$ cat config.mk
export PLATFORM = sky130hd
export DESIGN_NAME = id_ex_operand_stage
export DESIGN_NICKNAME = d
export VERILOG_FILES = /design/src/rtl/id_ex_operand_stage.sv
export SDC_FILE = /design/constraint.sdc
export NUM_CORES = 1
export LEC_CHECK = 0
export CAP_MARGIN = 20
export CORE_MARGIN = 2
export CORE_UTILIZATION = 46
export CTS_CLUSTER_SIZE = 10
export DETAILED_ROUTE_END_ITERATION = 12
export GPL_TIMING_DRIVEN = 1
export PLACE_DENSITY = 0.87
export SLEW_MARGIN = 20
export SYNTH_ARGS = -nofsm -noshare
export SYNTH_HDL_FRONTEND = slang
export SYNTH_SLANG_ARGS = --single-unit
export TNS_END_PERCENT = 1
$ cat constraint.sdc
create_clock -name clk -period 3.5 [get_ports clk]
set_clock_uncertainty 0.15 [all_clocks]
set_input_delay 0.7 -clock clk [delete_from_list [all_inputs] [get_ports clk]]
set_output_delay 0.7 -clock clk [all_outputs]
set_load 0.03 [all_outputs]
$ cat src/rtl/id_ex_operand_stage.sv
// id_ex_operand_stage
//   ID/EX pipeline register sitting right after the 8x16 register file. Each cycle it
//   captures the two read operands and the decode control of one instruction. The register
//   file only commits writes at the clock edge, so the operands are corrected by forwarding:
//   first from the EX result, then from the WB write. Load-use hazards insert one bubble.
//   Downstream hold and flush are honoured. A saturating counter records the stall cycles.
//
// Ports
//   clk, reset              rising-edge clock, synchronous active-high reset
//   id_valid                decode holds a valid instruction
//   id_readA/B, id_useA/B   source register numbers and whether each one is consumed
//   rf_A, rf_B              register file read data for id_readA/B
//   id_writenum, id_write   destination register and its write enable
//   id_is_load, id_op       load flag and opaque control passthrough
//   ex_result               ALU result of the instruction currently held on q_*
//   wb_write/num/data       register file write happening this cycle
//   ex_hold, flush          downstream back-pressure and squash
//   stall                   decode/fetch must hold (combinational)
//   q_*                     registered instruction presented to EX
//   stall_cnt               saturating count of cycles with stall=1
module id_ex_operand_stage #(
  parameter int unsigned DATA_W = 16,
  parameter int unsigned RN_W   = 3,
  parameter int unsigned OP_W   = 4,
  parameter int unsigned CNT_W  = 8
) (
  input  logic              clk,
  input  logic              reset,
  input  logic              id_valid,
  input  logic [RN_W-1:0]   id_readA,
  input  logic [RN_W-1:0]   id_readB,
  input  logic              id_useA,
  input  logic              id_useB,
  input  logic [DATA_W-1:0] rf_A,
  input  logic [DATA_W-1:0] rf_B,
  input  logic [RN_W-1:0]   id_writenum,
  input  logic              id_write,
  input  logic              id_is_load,
  input  logic [OP_W-1:0]   id_op,
  input  logic [DATA_W-1:0] ex_result,
  input  logic              wb_write,
  input  logic [RN_W-1:0]   wb_writenum,
  input  logic [DATA_W-1:0] wb_data,
  input  logic              ex_hold,
  input  logic              flush,
  output logic              stall,
  output logic              q_valid,
  output logic [DATA_W-1:0] q_A,
  output logic [DATA_W-1:0] q_B,
  output logic [RN_W-1:0]   q_writenum,
  output logic              q_write,
  output logic              q_is_load,
  output logic [OP_W-1:0]   q_op,
  output logic [CNT_W-1:0]  stall_cnt
);

  logic              r_valid;
  logic [DATA_W-1:0] r_a;
  logic [DATA_W-1:0] r_b;
  logic [RN_W-1:0]   r_writenum;
  logic              r_write;
  logic              r_is_load;
  logic [OP_W-1:0]   r_op;
  logic [CNT_W-1:0]  r_stall_cnt;

  logic              w_ex_fwd_ok;
  logic              w_lu;
  logic              w_stall;
  logic [DATA_W-1:0] w_fwd_a;
  logic [DATA_W-1:0] w_fwd_b;

  // A load's data is not ready in EX, so only non-load writers may forward from EX.
  assign w_ex_fwd_ok = r_valid & r_write & ~r_is_load;

  // EX is the younger write and takes priority over WB.
  always_comb begin
    w_fwd_a = rf_A;
    if (w_ex_fwd_ok && (r_writenum == id_readA)) begin
      w_fwd_a = ex_result;
    end else if (wb_write && (wb_writenum == id_readA)) begin
      w_fwd_a = wb_data;
    end
  end

  always_comb begin
    w_fwd_b = rf_B;
    if (w_ex_fwd_ok && (r_writenum == id_readB)) begin
      w_fwd_b = ex_result;
    end else if (wb_write && (wb_writenum == id_readB)) begin
      w_fwd_b = wb_data;
    end
  end

  // One bubble is enough: next cycle the load sits in WB and forwards through wb_data.
  assign w_lu = id_valid & r_valid & r_write & r_is_load &
                ((id_useA & (r_writenum == id_readA)) |
                 (id_useB & (r_writenum == id_readB)));

  assign w_stall = ~reset & ~flush & (ex_hold | w_lu);

  always_ff @(posedge clk) begin
    if (reset) begin
      r_valid    <= 1'b0;
      r_a        <= '0;
      r_b        <= '0;
      r_writenum <= '0;
      r_write    <= 1'b0;
      r_is_load  <= 1'b0;
      r_op       <= '0;
    end else if (flush) begin
      r_valid <= 1'b0;
    end else if (ex_hold) begin
      // Everything holds; the held instruction keeps forwarding its ex_result.
    end else if (w_lu) begin
      r_valid <= 1'b0;
    end else begin
      r_valid    <= id_valid;
      r_a        <= w_fwd_a;
      r_b        <= w_fwd_b;
      r_writenum <= id_writenum;
      r_write    <= id_write & id_valid;
      r_is_load  <= id_is_load;
      r_op       <= id_op;
    end
  end

  always_ff @(posedge clk) begin
    if (reset) begin
      r_stall_cnt <= '0;
    end else if (w_stall && (r_stall_cnt != {CNT_W{1'b1}})) begin
      r_stall_cnt <= r_stall_cnt + 1'b1;
    end
  end

  assign stall      = w_stall;
  assign q_valid    = r_valid;
  assign q_A        = r_a;
  assign q_B        = r_b;
  assign q_writenum = r_writenum;
  assign q_write    = r_write;
  assign q_is_load  = r_is_load;
  assign q_op       = r_op;
  assign stall_cnt  = r_stall_cnt;

endmodule

==> impl_metrics.csv <==
group,metric,value,unit
status,status,"finished, final reports clean",
worst_setup_path,end_kind,"output port",
drt,drc,0,
flow_run,cap_violations,0,
clock_network,numClockSinks,50,
yosys,ys_ff_latch,50,
clock_network,cts_max_level,2,
worst_setup_path,crit_slowest_cell,"clkdlybuf4s50_1",
worst_setup_path,r2r-start,"q_writenum[2]",
clock_network,clk_latency,0.31,ns
floorplanning,io_pins,141,
yosys,synthArstFlopShare,0,%
drt,wl_per_cell,17.9,µm
floorplanning,design.die.area,7570,µm²
floorplanning,die_x,87.0,µm
yosys,synth.avg_cell_area,9.29,µm²
cells_and_area,stdcell_count,552,
yosys,syn_inst,341,
sta,fin_hold_ws,0.329,ns
sta,fin_crit_sh,91.5,%
worst_setup_path,start_kind,"input port",
place,place_inst,545,
cells_and_area,diodes,0,
floorplanning,initial_core_util,47.2,%
yosys,yosysTopAreaCell,"dfxtp_1",
global_route,grt_overflow,0,
worst_setup_path,r2r_end,"q_B[12]",
yosys,synth-edff-count,0,
worst_setup_path,endpoint,"stall",
min_path,hold_class,"flip-flop to flip-flop",
yosys,yosysSeqAreaShare,31.6,%
power,p_sw,0.395,mW
cells_and_area,layout.nets,563,
yosys,syn_nets,432,
yosys,synth-main-ff-cell,"dfxtp_1",
power,clkPwrFrac,29.8,%
min_path,worstHoldStart,"q_op[1]",
clock_network,cts_tree,"yes",
worst_setup_path,crit_start,"id_readA[2]",
place,dpl.hpwl,7290,µm
sta,slew-limit-headroom,45.8,%
worst_setup_path,path_class,"input port to output port",
power,power.internal,1.04,mW
sta,worst_slew_pin_slew,0.812,ns
min_path,hold_path_depth,2,
global_route,grt_max_degree,33,
cells_and_area,drive_gt1_share,12.1,%
drt,vias_per_cell,5.76,
worst_setup_path,reg2reg_slack,1.15,ns
worst_setup_path,worstPathArrival,2.35,ns
place,gp_congestion,0.817,
power,swShare,27.5,%
yosys,synth_area,3170,µm²
clock_network,clk_pin_slew,0.09,ns
floorplanning,core_area,6720,µm²
sta,fmax,312,MHz
worst_setup_path,crit_fanout,7,
sta,final.setup.tns,0,ns
drt,dr.first_iter.drc_count,109,
cells_and_area,area_growth,49.5,%
place,port_buffers,140,
power,ir_drop,0.205,mV
clock_network,root_buffer,"clkbuf_8",
clock_network,cts_resized,0,
sta,hold_viol_final,0,
drt,dr.pass1.iters,4,
sta,period_minus_slack,3.20,ns
worst_setup_path,reg2reg_depth,6,
clock_network,post-cts-setup-buffers,0,
power,p_seq_share,42.6,%
clock_network,ctsHoldBuffers,0,
clock_network,numCtsBuffers,5,
sta,grt_setup_unrepaired,"false",
clock_network,clock_path_buffers,2,
worst_setup_path,max_stage_delay,0.46,ns
power,power_leakage,2.03,nW
power,p_per_area,303,nW/µm²
cells_and_area,fin_util,70.5,%
floorplanning,std_cell_rows,30,
global_route,grt_first_pass_wirelength,15400,µm
drt,vias,3180,
worst_setup_path,worstPathCellList,"clkdlybuf4s50_1 > xnor2_1 > and4_4 > o211ai_2 > a21boi_0 > buf_4",
worst_setup_path,crit_required,2.65,ns
power,combinationalPowerShare,27.7,%
global_route,grt_usage,25.6,%
yosys,synth.distinct_cells,41,
yosys,synth.area.top_cells,"dfxtp_1 32%, mux2_4 13%, mux2i_1 12%",
global_route,antenna_found_initial,0,
drt,drtAntennaViolNets,0,
sta,final_max_slew_viol_count,0,
sta,setup-violations-final,0,
yosys,synth_top_area_share,31.6,%
drt,routed_wirelength,9870,µm
yosys,ys_warn_count,0,
floorplanning,die_h,87.0,µm
global_route,grt_pass1_vias,3120,
## through the flow
stage	worst slack [ns]	total power [mW]	area, µm²
detailed placement	0.343	1.02	4620
finish	0.299	1.44	4740
CTS	0.321	1.44	4740
floorplan	0.480	0.823	3170
global placement	0.353	1.01	4620
global route	0.188	1.48	4740
## worst max-delay path: cells and delay by family
| family | cells | cell delay [ns] |
|---|---|---|
| compound gates | 2 | 0.43 |
| xor+xnor | 1 | 0.29 |
| simple gates | 1 | 0.28 |
| buf+inv | 2 | 0.65 |
## power by group through the flow
stage	registers, mW	clock network [mW]	logic, mW
2_1_floorplan	0.672	0	0.151
3_3_place_gp	0.623	0	0.388
3_5_place_dp	0.623	0	0.395
4_1_cts	0.610	0.433	0.398
5_1_grt	0.614	0.448	0.421
6_report	0.611	0.427	0.397
## logic make-up after synthesis
logic type | share of synthesized area (%)
AOI/OAI and AO/OA | 18.9
xor gates and xnor gates | 3.32
adders and majority gates | 0.395
buffers and inverters | 4.54
DFF | 31.6
muxes | 26.0
and+or+nand+nor | 15.2
## routing by layer
layer / part of all wire, % / vias to the layer above / track usage, %
li1: - / 1520 / -
met1: 42 / 1486 / 32.6
met2: 47 / 154 / 42.7
met3: 9.0 / 20 / 5.59
met4: 2.5 / 0 / 8.95
met5: 0 / - / 0
## how the worst min path moves through the flow
stage / slack [ns] / endpoint
global placement: 0.31 / q_op[2]
global route: 0.35 / q_op[1]
floorplan: 0.44 / q_B[15]
detailed placement: 0.31 / q_op[0]
CTS: 0.33 / q_op[0]
finish: 0.33 / q_op[1]
## flip-flops by register name, indices dropped and copies added (netlist names)
register / count
q_A: 16
q_B: 16
q_is_load: 1
q_op: 4
q_valid: 1
q_write: 1
q_writenum: 3
stall_cnt: 8
## placed cells by master, fill, tap and decap left out, types with 2 or more instances in the layout
cell type,instances
dfxtp_1,50
mux2_4,28
nor3_1,3
o211ai_1,2
nand4_2,2
inv_1,4
nor2b_1,31
clkdlybuf4s50_1,138
nand4_1,13
nand2_1,8
a21boi_0,3
o21ai_0,34
a21oi_1,43
mux2_2,3
buf_4,10
and3_1,5
o31ai_1,8
nor4_1,2
nand3_1,7
mux2i_1,37
and4_1,2
xnor2_1,12
clkbuf_8,6
## synthesized netlist by cell type, types with 2 or more instances
cell type / count
a21boi_0: 3
inv_1: 4
o21ai_0: 34
nor3_1: 3
o31ai_1: 8
buf_6: 3
buf_2: 4
and4_1: 2
clkbuf_1: 19
mux2_2: 3
and3_1: 5
nand2_1: 8
mux2i_1: 37
mux2_4: 28
nor2b_1: 31
nand3_1: 7
a21oi_1: 43
xnor2_1: 12
nand4_1: 13
nand4_2: 2
o211ai_1: 2
nor4_1: 2
dfxtp_1: 50
## area by class of cell
class,instances,area (µm²)
Clock buffer,6,82.6
Clock inverter,1,30.0
Fill cell,503,1980
Inverter,5,18.8
Multi-Input combinational cell,260,2020
Sequential cell,50,1000
Tap cell,80,100
Timing Repair Buffer,150,1480
Note: power is estimated with default switching activity, not from simulation.
